`src/rtl/rr_dec_seq.sv`:
```
// rr_dec_seq
//   Round-robin sequencer for a downstream 2-to-4 decoder. It grants one
//   requesting channel at a time. During a grant it holds E high for DWELL
//   cycles and presents the channel number on A. It then forces at least one
//   E-low cycle before the next grant, so the decoder breaks before it makes.
//
// Parameters
//   DWELL : cycles E stays high per grant, 1..15
//
// Ports
//   clk  : rising-edge clock
//   rst  : synchronous active-high reset
//   req  : per-channel requests, bit n maps to decoder output n
//   A    : registered channel select (decoder A input)
//   E    : registered decoder enable (decoder E input)
//   busy : high whenever the FSM is not in IDLE
//   done : one-cycle pulse in the last E-high cycle of each grant
//
// State table
//   IDLE  | no grant pending, E low, A holds last channel
//   GRANT | E high, counting down the dwell
//   GAP   | mandatory E-low cycle between grants, arbitrates again

module rr_dec_seq #(
  parameter int unsigned DWELL = 4
) (
  input  logic       clk,
  input  logic       rst,
  input  logic [3:0] req,
  output logic [1:0] A,
  output logic       E,
  output logic       busy,
  output logic       done
);

  typedef enum logic [1:0] {
    IDLE  = 2'd0,
    GRANT = 2'd1,
    GAP   = 2'd2
  } state_t;

  localparam logic [3:0] CNT_LOAD = 4'(DWELL - 1);

  state_t     state;
  logic [1:0] ptr;
  logic [3:0] cnt;

  logic [1:0] sel;
  logic [1:0] idx;
  logic       found;
  logic       any_req;

  // Search order is ptr+1, ptr+2, ptr+3 and finally ptr itself. The channel
  // granted last therefore has the lowest priority.
  always_comb begin
    sel   = ptr;
    idx   = ptr;
    found = 1'b0;
    for (int k = 1; k <= 4; k++) begin
      idx = ptr + 2'(k);
      if (!found && req[idx]) begin
        sel   = idx;
        found = 1'b1;
      end
    end
  end

  assign any_req = |req;

  always_ff @(posedge clk) begin
    if (rst) begin
      state <= IDLE;
      A     <= 2'd0;
      E     <= 1'b0;
      busy  <= 1'b0;
      done  <= 1'b0;
      cnt   <= 4'd0;
      ptr   <= 2'd3;
    end else begin
      case (state)
        IDLE: begin
          done <= 1'b0;
          if (any_req) begin
            state <= GRANT;
            A     <= sel;
            ptr   <= sel;
            E     <= 1'b1;
            busy  <= 1'b1;
            cnt   <= CNT_LOAD;
            // When DWELL is 1, the first grant cycle is also the last one.
            done  <= (CNT_LOAD == 4'd0);
          end else begin
            E    <= 1'b0;
            busy <= 1'b0;
          end
        end

        GRANT: begin
          if (cnt == 4'd0) begin
            state <= GAP;
            E     <= 1'b0;
            done  <= 1'b0;
          end else begin
            cnt  <= cnt - 4'd1;
            // done must be high in the cycle where cnt reads 0, so it is
            // set one edge early, while cnt is still 1.
            done <= (cnt == 4'd1);
          end
        end

        GAP: begin
          done <= 1'b0;
          if (any_req) begin
            state <= GRANT;
            A     <= sel;
            ptr   <= sel;
            E     <= 1'b1;
            cnt   <= CNT_LOAD;
            done  <= (CNT_LOAD == 4'd0);
          end else begin
            state <= IDLE;
            E     <= 1'b0;
            busy  <= 1'b0;
          end
        end

        default: begin
          state <= IDLE;
          E     <= 1'b0;
          busy  <= 1'b0;
          done  <= 1'b0;
          cnt   <= 4'd0;
        end
      endcase
    end
  end

endmodule

```
`config.mk`:
```
export PLATFORM = sky130hd
export DESIGN_NAME = rr_dec_seq
export DESIGN_NICKNAME = d
export VERILOG_FILES = /design/src/rtl/rr_dec_seq.sv
export SDC_FILE = /design/constraint.sdc
export NUM_CORES = 1
export LEC_CHECK = 0
export CAP_MARGIN = 30
export CORE_MARGIN = 2
export CORE_UTILIZATION = 50
export CTS_CLUSTER_DIAMETER = 50
export DETAILED_ROUTE_END_ITERATION = 6
export PLACE_DENSITY = 0.75
export REMOVE_ABC_BUFFERS = 1
export SLEW_MARGIN = 10
export SYNTH_ARGS = -nofsm -noshare
export SYNTH_HDL_FRONTEND = slang
export SYNTH_SLANG_ARGS = --single-unit
```
`constraint.sdc`:
```
create_clock -name clk -period 1.5 [get_ports clk]
set_input_delay 0.3 -clock clk [delete_from_list [all_inputs] [get_ports clk]]
set_output_delay 0.3 -clock clk [all_outputs]
set_load 0.01 [all_outputs]
```
=== Yosys cells after proc, flatten, opt, wreduce, memory -nomap -nowiden ===
Index checks and enable logic that the tools add are counted.

* Mux-type cells: 27
* Equality and inequality tests: 8
* Magnitude comparators: 4
* $add $sub $neg: 4
* Bitwise operators: 1
* Reductions and logical operators: 15

{| class="wikitable"
|+ Operators by type and width
! kind !! number
|-
| $lt A2 B3 Y1 const B || 4
|-
| $mux W2 || 6
|-
| $mux W1 || 11
|-
| $bmux W1 S2 || 4
|-
| $mux W4 || 2
|-
| $ne A2 B2 Y1 const B || 4
|-
| $pmux W4 S2 || 1
|-
| $reduce_and A2 Y1 || 4
|-
| $pmux W2 S3 || 1
|-
| $add A2 B2 Y2 const B || 2
|-
| $eq A4 B1 Y1 const B || 1
|-
| $logic_not A4 Y1 || 1
|-
| $reduce_or A4 Y1 || 1
|-
| $sub A4 B1 Y4 const B || 1
|-
| $logic_and A1 B1 Y1 || 3
|-
| $logic_not A1 Y1 || 3
|-
| $pmux W1 S3 || 1
|-
| $reduce_or A3 Y1 || 1
|-
| $add A2 B1 Y2 const B || 1
|-
| $eq A2 B1 Y1 const B || 1
|-
| $eq A2 B2 Y1 const B || 1
|-
| $logic_not A2 Y1 || 1
|-
| $ne A2 B1 Y1 const B || 1
|-
| $pmux W1 S2 || 1
|-
| 2 further kinds || 2
|}

* Flip-flop bits (word level): 13

=== Depth between registers and ports, before layout ===
* Depth after elaboration: 13
* Mapped depth: 6
* Depth with buffers taken out: 6

=== Worst setup path after synthesis ===
No wires, ideal clock.

* Kind: register to register
* Start: register ptr[1]
* End: register A[1]
* Data required time: 1.404 ns
* Library setup time: 0.096 ns
* Stages on the path, launching flop included: 6
* Arrival time: 1.189 ns
* Slack: 0.215 ns
* Cells stage by stage: dfxtp_1 buf_6 or3b_1 a31oi_1 a211oi_1 o41ai_2

* Longest elaborated chain between the ends: 13
* Elaborated cells on any way between the ends: 24

{| class="wikitable"
|+ RTL lines
! element !! RTL line !! source
|-
| start, declared || 45 || <nowiki>logic [1:0] ptr;</nowiki>
|-
| start signal, assigned || 86 || <nowiki>ptr <= sel;</nowiki>
|-
| start signal, assigned || 116 || <nowiki>ptr <= sel;</nowiki>
|-
| $add A2 B1 Y2 || 60 || <nowiki>idx = ptr + 2'(k);</nowiki>
|-
| $bmux W1 S2 || 61 || <nowiki>if (!found && req[idx]) begin</nowiki>
|-
| $mux W1 (implied by the code) || 61 ||
|-
| $mux W1 || 61 ||
|-
| $logic_not A1 Y1 || 61 ||
|-
| $logic_and A1 B1 Y1 || 61 ||
|-
| $mux W1 || 61 ||
|-
| $logic_not A1 Y1 || 61 ||
|-
| $logic_and A1 B1 Y1 || 61 ||
|-
| $mux W1 || 61 ||
|-
| $logic_not A1 Y1 || 61 ||
|-
| $logic_and A1 B1 Y1 || 61 ||
|-
| $mux W2 (*) || 61 ||
|-
| end signal, assigned || 85 || <nowiki>A <= sel;</nowiki>
|-
| end signal, assigned || 115 || <nowiki>A <= sel;</nowiki>
|-
| end, declared || 30 || <nowiki>output logic [1:0] A,</nowiki>
|}

Mark *: on every way between the ends. The rest lies on a longest branch, timed or not. The select of a mux whose other input is x is not followed.
A chain may end at the register's enable or synchronous reset.

=== Worst setup path in the final report ===
* Start: register E
* End: output port E

{| class="wikitable"
|+ RTL lines
! element !! RTL line !! source
|-
| start, declared || 31 || <nowiki>output logic E,</nowiki>
|-
| start signal, assigned || 74 || <nowiki>E <= 1'b0;</nowiki>
|-
| start signal, assigned || 87 || <nowiki>E <= 1'b1;</nowiki>
|-
| start signal, assigned || 93 || <nowiki>E <= 1'b0;</nowiki>
|}

No word-level cell between the ends.

==> summary.md <==
| Metric | Value |
|---|---|
| FF-to-FF path depth | `4` |
| Leakage Power | `~0.42 nW` |
| Fin cells | `117` |
| Reg-to-reg slack, setup | `approximately 100 ps` |
| CTS Buf Count | `3` |
| Relative slew slack | `0.8057` |
| Slowest CP cell | `clkdlybuf4s50_1` |
| Most common cell after layout, fill and taps aside | `dfxtp_1` |
| Number of library cell types mapped by synthesis | `31` |
| Postcts setup bufs | `0` |
| Core Area | `1301 um2` |
| Commonest non-fill, non-tap cells in the layout | `dfxtp_1, nor2_1, buf_4` |
| Seq/Total Area, Yosys | `0.3694` |
| Post-synthesis register bit count | `13` |
| DR pass1 iterations | `4` |
| Worst stage delay on the critical path | `540 ps` |
| Grt total ovfl | `0` |
| Sink Count | `13` |
| DRC Markers | `0` |
| Worst Path Arrival | `1150 ps` |
| R2R Path End | `A[1]` |
| Largest net degree at the start of global routing | `10` |
| Synth Area in Compound Gates | `0.2487` |
| Initial DRC Count | `8` |
| Mapped Cells | `83` |
| Cell Chain, Critical Path | `clkdlybuf4s50_1` |
| Status | `complete, no violations` |
| Max-cap violations | `0` |
| DP Wirelength | `roughly 1100 um` |
| Synthesis Warnings | `0` |
| Top-area cell type share of the netlist area | `0.3694` |
| Worst Path Required | `roughly 1200 ps` |
| Final antenna-violating net count | `0` |
| Hold endpoint | `busy` |
| Row Count | `13` |
| XOR/XNOR Fraction of Synth Area | `0` |
| Initial antenna violation count | `0` |
| Pins Over Slew Limit | `0` |
| Crit path launch | `E` |
| Mean Syn Cell Area | `between 8 and 9 um2` |
| Fin Hold WS | `between 400 and 500 ps` |
| Vias in the first global route | `587` |
| Gr usage total | `0.1878` |
| Post-route design area | `913.4 um2` |
| CTS H-tree depth | `1` |
| Largest family of logic cells by synthesized area | `simple AND/OR/NAND/NOR gates` |
| Crit path max-delay family | `buffers and inverters` |
| Hold Crit Depth | `2` |
| Via count | `640` |
| Placed inst area | `863.3 um2` |
| Post-DR wirelength/cell | `12.34 um` |
| IO Count | `11` |
| RSZ-0062 raised after global routing | `no` |
| Final setup vio count | `0` |
| Clock skew | `2.956 ps` |
| Antenna Cells | `0` |
| Area contributors post-synth | `dfxtp_1, ha_1, nor2_1` |
| Largest area contributor in the netlist | `dfxtp_1` |
| Die Ht | `~42 um` |
| # port buffers | `10` |
| GP Congestion | `0.8489` |
| First-pass GRT wire length | `2511 um` |
| Worst r2r src | `ptr[1]` |
| Critical path buffer and inverter count | `1` |
| Die width | `41.54 um` |
| Hold Crit Class | `reg2reg` |
| Synth Flop Type | `dfxtp_1` |
| Share of layout cells above drive strength 1 | `0.1667` |
| Post-synthesis mux area share | `0.01421` |
| Setup crit start kind | `flop` |
| Final Cycle Share | `0.9657` |
| Type of destination of the critical path | `output pin` |
| Vias per cell | `~5.5` |
| Number of flops mapped to enable cells by yosys | `0` |
| Fmax | `0.6904 GHz` |
| Post-Synth Simple-Gate Area | `0.2647` |
| Kind of critical path | `reg2out` |
| Hold path start | `busy` |
| Clk root buf | `clkbuf_4` |
| NumNets Final | `112` |
| Endpoints failing hold | `0` |
| Synth Cell Area | `approximately 700 um2` |
| Slew @ Worst Pin | `291.1 ps` |
| Critical-path maximum fanout | `2` |
| Asr flop ratio synth | `0` |
| Cts hold-fix bufs | `0` |
| Final core utilization | `0.7019` |
| Pwr per Cell Area | `992.0 nW/um2` |
| CTS tree | `yes` |
| Starting density of the core | `0.5413` |
| VDD IR max | `545.8 uV` |
| Clock transition at the registers of the reported paths | `80 ps` |
| Dpl cells | `between 100 and 150` |
| Clock Latency Late Sink | `270 ps` |
| Min Tclk post-route | `1448 ps` |
| CTS Buffer Depth | `2` |
| Area share of fa/ha/maj cells after synthesis | `0.05329` |
| Die area | `about 1700 um2` |
| Area growth from synthesis to layout | `29.66%` |
| Drt total wl | `roughly 1400 um` |
==> how the worst max path moves through the flow <==
| stage | to | slack, ps | cells past startpoint |
|---|---|---|---|
| floorplan | E | 240 | 6 |
| global placement | ptr[1] | -340 | 5 |
| detailed placement | ptr[1] | -370 | 5 |
| CTS | A[1] | 6 | 5 |
| global route | A[1] | 2 | 4 |
| finish | E | 50 | 1 |
==> cell type report <==
| type | count | area, um2 |
|---|---|---|
| clock buffer | 4 | 26.28 |
| fill | 111 | 387.9 |
| inverter | 4 | 15.01 |
| multi-input combinational | 63 | 427.9 |
| sequential | 13 | 260.3 |
| tap | 15 | 18.77 |
| timing repair buffer | 18 | 165.2 |
==> Yosys cell counts, types with 2 or more instances <==
cell,number
a21oi_1,7
nor2_1,10
nor3b_1,2
dfxtp_1,13
o21ai_0,4
or2b_1,3
inv_1,4
a211oi_1,2
nand3b_1,4
nor2b_1,2
a21o_1,2
ha_1,3
nand2_1,4
o21bai_1,2
nor3_1,4
nor4_1,2
==> through the flow <==
| stage | worst slack [ps] | power [mW] | TNS [ps] |
|---|---|---|---|
| 2_1_floorplan | 236.6 | 0.5789 | 0 |
| 3_3_place_gp | -342.0 | 0.6851 | -2993 |
| 3_5_place_dp | -368.7 | 0.6928 | -2914 |
| 4_1_cts | 5.863 | 0.9148 | 0 |
| 5_1_grt | 1.870 | 0.9699 | 0 |
| 6_report | 51.52 | 0.9061 | 0 |
==> layer usage <==
layer  global-route usage  share of wire
met1               0.2725           0.54
met2               0.2594           0.42
met3              0.03913          0.024
met4              0.09677         0.0097
met5                    0              0
==> report_power, final <==
group | internal, mW | switching [mW]
sequential | 0.384 | 0.0354
clock | 0.103 | 0.111
combinational | 0.141 | 0.132
total | 0.627 | 0.279
==> sequential cells by signal, indices dropped and copies added (netlist names) <==
name	flops
A	2
E	1
busy	1
cnt	4
done	1
ptr	2
state	2
==> kinds of logic (layout without fill, tap and decap cells) <==
group                      after synthesis  count (layout)
adders and majority gates                3               3
DFF                                     13              13
muxes                                    1               1
AOI/OAI and AO/OA                       25              25
and+or+nand+nor                         34              34
buffers and inverters                    7              26
==> what timing repair did <==
| action | CTS | global route |
|---|---|---|
| pin swaps | 1 | 2 |
| setup endpoints to repair | 4 | 11 |
| resized for setup | 3 | 6 |
(Power assumes the default switching activity.)
